===== src/rtl/serial_adder_pkg.sv =====
// serial_adder_pkg: shared state encoding and default width for the bit-serial adder.
`default_nettype none
package serial_adder_pkg;

  typedef enum logic [1:0] {
    IDLE  = 2'd0,
    SHIFT = 2'd1,
    DONE  = 2'd2
  } state_t;

  localparam int DEFAULT_WIDTH = 8;

endpackage
`default_nettype wire


===== src/rtl/serial_adder_if.sv =====
// serial_adder_if: request/result bundle between a client and the bit-serial adder.
`default_nettype none
interface serial_adder_if #(
  parameter int WIDTH = serial_adder_pkg::DEFAULT_WIDTH
);
  logic             start;
  logic [WIDTH-1:0] a;
  logic [WIDTH-1:0] b;
  logic             cin;
  logic             busy;
  logic             done;
  logic [WIDTH-1:0] sum;
  logic             cout;

  modport master (output start, a, b, cin, input busy, done, sum, cout);
  modport slave  (input start, a, b, cin, output busy, done, sum, cout);
endinterface
`default_nettype wire


===== src/rtl/serial_adder_fa.sv =====
// fa: one-bit full adder cell, the only arithmetic in the serial adder datapath.
`default_nettype none
module fa (
  input  wire A,
  input  wire B,
  input  wire Cin,
  output wire S,
  output wire Cout
);
  assign S    = A ^ B ^ Cin;
  assign Cout = (A & B) | (A & Cin) | (B & Cin);
endmodule
`default_nettype wire


===== src/rtl/serial_adder.sv =====
// serial_adder: adds two WIDTH-bit operands plus carry-in one bit per clock, LSB first,
// through a single fa cell; result and carry-out are presented with a one-cycle done pulse.
`default_nettype none
module serial_adder
  import serial_adder_pkg::*;
#(
  parameter int WIDTH = DEFAULT_WIDTH
) (
  input  wire           clk,
  input  wire           rst,
  serial_adder_if.slave bus
);
  localparam int             CW   = (WIDTH > 1) ? $clog2(WIDTH) : 1;
  localparam logic [CW-1:0]  LAST = CW'(WIDTH - 1);

  state_t           state;
  state_t           state_nx;
  logic [WIDTH-1:0] a_sr;
  logic [WIDTH-1:0] b_sr;
  logic [WIDTH-2:0] partial;
  logic             carry_q;
  logic [CW-1:0]    cnt;
  logic             busy_q;
  logic             done_q;
  logic [WIDTH-1:0] sum_q;
  logic             cout_q;
  logic             fa_s;
  logic             fa_cout;
  logic             last_bit;

  assign last_bit = (cnt == LAST);

  fa u_fa (
    .A    (a_sr[0]),
    .B    (b_sr[0]),
    .Cin  (carry_q),
    .S    (fa_s),
    .Cout (fa_cout)
  );

  always_comb begin
    state_nx = state;
    case (state)
      IDLE:    state_nx = bus.start ? SHIFT : IDLE;
      SHIFT:   state_nx = last_bit ? DONE : SHIFT;
      DONE:    state_nx = bus.start ? SHIFT : IDLE;
      default: state_nx = IDLE;
    endcase
  end

  always_ff @(posedge clk) begin
    if (rst) begin
      state   <= IDLE;
      a_sr    <= '0;
      b_sr    <= '0;
      partial <= '0;
      carry_q <= 1'b0;
      cnt     <= '0;
      busy_q  <= 1'b0;
      done_q  <= 1'b0;
      sum_q   <= '0;
      cout_q  <= 1'b0;
    end else begin
      state  <= state_nx;
      busy_q <= (state_nx == SHIFT);
      done_q <= (state_nx == DONE);
      case (state)
        IDLE, DONE: begin
          if (bus.start) begin
            a_sr    <= bus.a;
            b_sr    <= bus.b;
            carry_q <= bus.cin;
            cnt     <= '0;
          end
        end
        SHIFT: begin
          a_sr    <= a_sr >> 1;
          b_sr    <= b_sr >> 1;
          // Partial sum holds WIDTH-1 bits; the final bit goes straight into the result.
          partial <= (WIDTH-1)'({fa_s, partial} >> 1);
          carry_q <= fa_cout;
          cnt     <= cnt + CW'(1);
          if (last_bit) begin
            sum_q  <= {fa_s, partial};
            cout_q <= fa_cout;
          end
        end
        default: ;
      endcase
    end
  end

  assign bus.busy = busy_q;
  assign bus.done = done_q;
  assign bus.sum  = sum_q;
  assign bus.cout = cout_q;

endmodule
`default_nettype wire


===== src/flat_wrapper.sv =====
// flat-port wrapper written by rule: the top's interface ports become plain ports
module serial_adder_flat import serial_adder_pkg::*;
#(
  parameter int WIDTH = DEFAULT_WIDTH
)
  (clk, rst, bus_start, bus_a, bus_b, bus_cin, bus_busy, bus_done, bus_sum, bus_cout);
  serial_adder_if #(.WIDTH(WIDTH)) bus_i ();
  input  wire clk;
  input  wire rst;
  input wire logic [$bits(bus_i.start)-1:0] bus_start;
  input wire logic [$bits(bus_i.a)-1:0] bus_a;
  input wire logic [$bits(bus_i.b)-1:0] bus_b;
  input wire logic [$bits(bus_i.cin)-1:0] bus_cin;
  output wire logic [$bits(bus_i.busy)-1:0] bus_busy;
  output wire logic [$bits(bus_i.done)-1:0] bus_done;
  output wire logic [$bits(bus_i.sum)-1:0] bus_sum;
  output wire logic [$bits(bus_i.cout)-1:0] bus_cout;
  assign bus_i.start = bus_start;
  assign bus_i.a = bus_a;
  assign bus_i.b = bus_b;
  assign bus_i.cin = bus_cin;
  assign bus_busy = bus_i.busy;
  assign bus_done = bus_i.done;
  assign bus_sum = bus_i.sum;
  assign bus_cout = bus_i.cout;
  serial_adder #(.WIDTH(WIDTH)) u_core (.clk(clk), .rst(rst), .bus(bus_i));
endmodule

===== config.mk =====
export PLATFORM = sky130hd
export DESIGN_NAME = serial_adder_flat
export DESIGN_NICKNAME = d
export VERILOG_FILES = /design/src/rtl/serial_adder_pkg.sv /design/src/rtl/serial_adder_if.sv /design/src/rtl/serial_adder_fa.sv /design/src/rtl/serial_adder.sv /design/src/flat_wrapper.sv
export SDC_FILE = /design/constraint.sdc
export NUM_CORES = 1
export LEC_CHECK = 0
export BUFFER_PORTS_ARGS = -buffer_cell sky130_fd_sc_hd__buf_2
export CORE_ASPECT_RATIO = 2
export CORE_MARGIN = 8
export CORE_UTILIZATION = 53
export DETAILED_ROUTE_END_ITERATION = 16
export PLACE_DENSITY_LB_ADDON = 0.25
export SETUP_SLACK_MARGIN = 0.02
export SLEW_MARGIN = 10
export SYNTH_ARGS = -nofsm -noshare
export SYNTH_HDL_FRONTEND = slang
export SYNTH_SLANG_ARGS = --single-unit

===== constraint.sdc =====
create_clock -name clk -period 1.3 [get_ports clk]
set_input_delay 0.39 -clock clk [delete_from_list [all_inputs] [get_ports clk]]
set_output_delay 0.39 -clock clk [all_outputs]
set_load 0.02 [all_outputs]

### Word level (Yosys, flattened, before mapping)

Cells that the tools add are included.

| operators by class | value |
|---|---|
| add/subtract/negate cells | 1 |
| eq/ne operators | 6 |
| mux-type cells | 11 |
| bitwise gates (word level) | 7 |
| reduce and logical (&&, ||, !) cells | 5 |

Operators with widths:

| cell | count |
|---|---|
| case mux 8 bit (2 select lines) | 2 |
| two-way mux 8 bit | 2 |
| case mux 3 bit (2 select lines) | 1 |
| == test 2 x 1 -> 1 bit (second input constant) | 2 |
| == test 2 bit (second input constant) | 2 |
| case mux 2 bit (2 select lines) | 1 |
| AND reduction 2 bit | 2 |
| adder 3 x 1 -> 3 bit (second input constant) | 1 |
| AND 1 bit | 3 |
| == test 3 bit (second input constant) | 1 |
| two-way mux 3 bit | 1 |
| logical NOT 2 bit | 1 |
| two-way mux 1 bit | 2 |
| two-way mux 2 bit | 1 |
| inequality test 2 x 1 -> 1 bit (second input constant) | 1 |
| bitwise OR 1 bit | 2 |
| case mux 1 bit (2 select lines) | 1 |
| nonzero test 2 bit | 1 |
| OR reduction 2 bit | 1 |
| XOR 1 bit | 2 |

| word-level totals | value |
|---|---|
| bits in registers | 40 |
| input bits | 20 |
| output and inout bits | 11 |
| logic and storage cells | 40 |

### Longest topological paths before layout

| depth | value |
|---|---|
| depth after elaboration | 4 |
| mapped depth | 6 |
| gate-level depth less buffers | 5 |

### Cells and area by module

A second synthesis with hierarchy kept.

| second synthesis, totals | value |
|---|---|
| cell total of the unflattened synthesis | 193 |
| area, all modules | 1,621.6 um^2 |

Modules (own cells, without submodules):

| module | times used | cells an instance | area each (um^2) | seq. area each (um^2) |
|---|---|---|---|---|
| serial_adder | 1 | 192 | 1,601.5 | 800.8 |
| fa | 1 | 1 | 20.0 | 0.0 |

### Worst setup path after synthesis

Ideal clock, no wire load.

| timing path | value |
|---|---|
| kind | reg2reg |
| start | reg u_core.cnt[0] |
| end | reg u_core.sum_q[0], in the netlist u_core.bus.sum[0] |
| library setup time | 0.071 ns |
| arrival | 1.110 ns |
| slack | 0.119 ns |
| stages on the path, launching flop included | 7 |
| path buffers | 1 |
| cells stage by stage | dfxtp_1 -> ha_1 -> ha_1 -> nand3b_1 -> buf_2 -> nand2_1 -> a21oi_1 |

| between the ends | value |
|---|---|
| word-level cells in the longest chain between the ends | 2 |

Ends and longest elaborated chain:

| what | RTL line | text |
|---|---|---|
| start, declared | serial_adder.sv:22 | `logic [CW-1:0] cnt;` |
| start signal, assigned | serial_adder.sv:82 | `cnt <= cnt + CW'(1);` |
| == test 3 bit | serial_adder.sv:31 | `assign last_bit = (cnt == LAST);` |
| AND reduction 2 bit (no line) | -- |  |
| end signal, assigned | serial_adder.sv:84 | `sum_q <= {fa_s, partial};` |
| end, declared | serial_adder.sv:25 | `logic [WIDTH-1:0] sum_q;` |

No other way between the ends.
A chain may end at the register's enable or synchronous reset.

### Worst setup path after layout

| timing path | value |
|---|---|
| start | reg u_core.cnt[0] |
| end | reg u_core.sum_q[3], in the netlist u_core.bus.sum[3] |

The elaborated chain is that of the path after synthesis.

==> results.cfg <==
[finish]
synth_to_final_area_change_pct = 21.5
number_of_diodes = 0
n_fill_cell = 257
drive_gt1_share_pct = 27.1
final_net_count = 247
multi_input_comb_area_sq_um = 737
seq_area_sq_um = 803

[timing]
worst-slew-pin-transition_ns = 0.319
post-route-period-util_pct = 95.9
final.setup.tns_ns = 0
final_hold_viol_count = 0
drv_slew = 0
setup_viol_count_final = 0
hold-worst-slack_ns = 0.333
rsz0062_at_grt = yes
relSlewSlack_pct = 78.7
clock-skew-final_ns = 0.00509
fmax_mhz = 802
final.min_clock_period_ns = 1.25

[synth]
syn-mean-instance-area_sq_um = 8.40
netlist.area_leader.share_pct = 49.4
synth_seq_area_share_pct = 49.4
ys_top_cells_by_area = sky130_fd_sc_hd__dfxtp_1, sky130_fd_sc_hd__nand2_1, sky130_fd_sc_hd__a311oi_1, sky130_fd_sc_hd__a21oi_1, sky130_fd_sc_hd__nor2_1
yosys_register_bits = 40
synth_fp_nets = 216
synth.cell_area_sq_um = 1620
synth.largest_area_cell = sky130_fd_sc_hd__dfxtp_1
synthDistinctLibCells = 19
synthesis.yosys.warnings = 0
post_syn_instances = 193

[floorplan]
floorplan.die_area_sq_um = 5190
design.portCount = 31
fp-row-count = 28
die-height_microns = 94.2
die_x_microns = 55.1
core_box_area_sq_um = 2940
floorplan.initialDensity_pct = 55.1

[global_route]
grt_start_max_net_pins = 41
track_usage_pct = 15.5
grt_pass1_wl_microns = 6070
globalRoute.totalOverflow = 0
grt_pass1_vias = 1438
grt_antenna_before_repair = 0

[clock_tree]
clockRootBuffer = sky130_fd_sc_hd__clkbuf_8
cts_sinks = 40
ctsLongestPathBuffers = 2
tritoncts.num_buffers = 5
clock_pin_transition_on_the_worst_setup_and_hold_timing_paths_ns = 0.08
cts.htree.levels = 2
clock_insertion_delay_worst_skew_ns = 0.29
cts_tree = yes
count_of_hold_fix_buffers_inserted_at_cts = 0

[outcome]
run_status = finished clean

[critical_path]
required_ns = 1.53
crit_slowest_cell = sky130_fd_sc_hd__dfxtp_2
critical_path.cell_chain = ha_4 -> ha_4 -> nand3b_1 -> buf_6 -> buf_16 -> nand2_1 -> a21oi_1
timing.critical_path.max_delay_family = flip-flops
cp_max_fo = 5
critPathCaptureType = register
timing.setup.critical_path_class = register to register
critical-path-top-cell-by-count = sky130_fd_sc_hd__ha_4
timing.critical_path.arrival_ns = 1.48
start_kind = register
worst_path_largest_cell_delay_ns = 0.34
critPathBufInv = 2

[routing]
antenna_violating_nets_post_route = 0
dr_total_vias = 1445
detail_route.wirelength_microns = 3600
wire_per_inst_microns = 14.1
drc = 0
first_iter_violations = 34
dr.pass1.iters = 4
drt-vias-per-instance = 5.67

[power]
cellPowerDensity_nw_per_um2 = 1320
ir_worst_vdd_uv = 1440
p_leak_nw = 0.796

[placed_design]
placement.io_buffers = 30
hpwlAfterDp_microns = 2320
place.gp.congestion = 0.708

[flow_run]
drv.max_cap_violation_count = 0

[worst_hold_path]
timing.hold.worst.class = input port to register
## state kept, by name, indices dropped and copies added, names as in the netlist, 2 cells and up
| name | flops |
|---|---|
| u_core.a_sr | 8 |
| u_core.b_sr | 8 |
| u_core.bus.sum | 8 |
| u_core.cnt | 3 |
| u_core.partial | 7 |
| u_core.state | 2 |
## Yosys cell counts, drive strengths merged
| master | instances |
|---|---|
| nand2 | 57 |
| dfxtp | 40 |
| a21oi | 21 |
| nor2 | 19 |
| a311oi | 15 |
| nand3 | 14 |
| buf | 13 |
| clkbuf | 4 |
| ha | 2 |
| nand2b | 2 |
| and2b | 1 |
| fa | 1 |
| nand3b | 1 |
| nor2b | 1 |
| o21a | 1 |
| or2b | 1 |
## power by group
part | leakage [nW] | switching (W) | internal (W)
combinational | 0.413 | 0.000159 | 0.000118
sequential | 0.328 | 0.0000383 | 0.00129
clock | 0.0552 | 0.000428 | 0.000570
## kinds of logic (layout without fill, tap and decap cells)
family                   count (synthesis)  in the layout  share of synthesized area (%)
AO/OA/AOI/OAI                           37             37                           15.0
buffers and inverters                   17             49                           8.02
adder cells (fa/ha/maj)                  3              3                           2.78
flip-flops                              40             40                           49.4
AND/OR/NAND/NOR                         96             96                           24.8
## worst paths after layout
check | start | end | slack, ns | depth (start not counted)
worst min-delay path | bus_a[7] | u_core.a_sr[7]$_SDFFE_PP0P_ | 0.33 | 3
worst max-delay path | u_core.cnt[0]$_SDFFE_PP0P_ | u_core.bus.sum[3]$_SDFFE_PP0P_ | 0.05 | 7
worst min register to register | u_core.bus.sum[3]$_SDFFE_PP0P_ | u_core.bus.sum[3]$_SDFFE_PP0P_ | 0.45 | 2
worst max register to register | u_core.cnt[0]$_SDFFE_PP0P_ | u_core.bus.sum[3]$_SDFFE_PP0P_ | 0.05 | 7
## worst reg2reg max path: stages (launching register included)
cell and delay, ns:
sky130_fd_sc_hd__dfxtp_2 0.34, sky130_fd_sc_hd__ha_4 0.16, sky130_fd_sc_hd__ha_4 0.15, sky130_fd_sc_hd__nand3b_1 0.13, sky130_fd_sc_hd__buf_6 0.14, sky130_fd_sc_hd__buf_16 0.10, sky130_fd_sc_hd__nand2_1 0.05, sky130_fd_sc_hd__a21oi_1 0.12
## repair_timing
item,in CTS,in global routing
setup endpoints to repair,11,11
buffers inserted,3,1
gates cloned,1,0
hold endpoints to repair,0,0
resized for setup,9,7
pin swaps,1,4
## final cells by class
type | count | area share (%)
Sequential cell | 40 | 40.8
Multi-Input combinational cell | 136 | 37.4
Timing Repair Buffer | 41 | 14.5
Clock buffer | 6 | 3.68
Tap cell | 30 | 1.90
Clock inverter | 2 | 1.78
## stage by stage
| stage | std cells | cell area, sq um | setup slack [ns] | total power (W) | util (%) |
|---|---|---|---|---|---|
| after floorplan | 193 | 1620 | 0.119 | 0.00156 | - |
| after global placement | 243 | 1770 | 0.00714 | 0.00161 | 60.1 |
| after detailed placement | 243 | 1770 | -0.0705 | 0.00162 | 60.1 |
| after CTS | 255 | 1970 | 0.0105 | 0.00262 | 66.9 |
| after global routing | 255 | 1970 | 0.00100 | 0.00270 | 67.0 |
| final | 255 | 1970 | 0.0535 | 0.00260 | 67.0 |
## per-layer routing
layer	GRT usage (%)	routed length (microns)
met3	4.29	191
met4	8.47	74
met1	15.2	1380
met5	0	0
met2	27.1	1960
## cells in the final DEF (no fill, tap or decap), types with 2 or more instances in the layout
cell                       netlist  layout
sky130_fd_sc_hd__buf_6           4       2
sky130_fd_sc_hd__nand2_1        57      54
sky130_fd_sc_hd__dfxtp_2         0       2
sky130_fd_sc_hd__clkbuf_8        0       5
sky130_fd_sc_hd__dfxtp_1        40      38
sky130_fd_sc_hd__ha_4            0       2
sky130_fd_sc_hd__buf_4           4       6
sky130_fd_sc_hd__nand2b_1        2       2
sky130_fd_sc_hd__nand3_1        14      14
sky130_fd_sc_hd__a311oi_1       15      15
sky130_fd_sc_hd__a21oi_1        21      18
sky130_fd_sc_hd__buf_12          1       2
sky130_fd_sc_hd__nor2_1         19      19
sky130_fd_sc_hd__nand2_2         0       3
sky130_fd_sc_hd__a21oi_2         0       3
sky130_fd_sc_hd__buf_2           4      30
(Power assumes the default switching activity.)
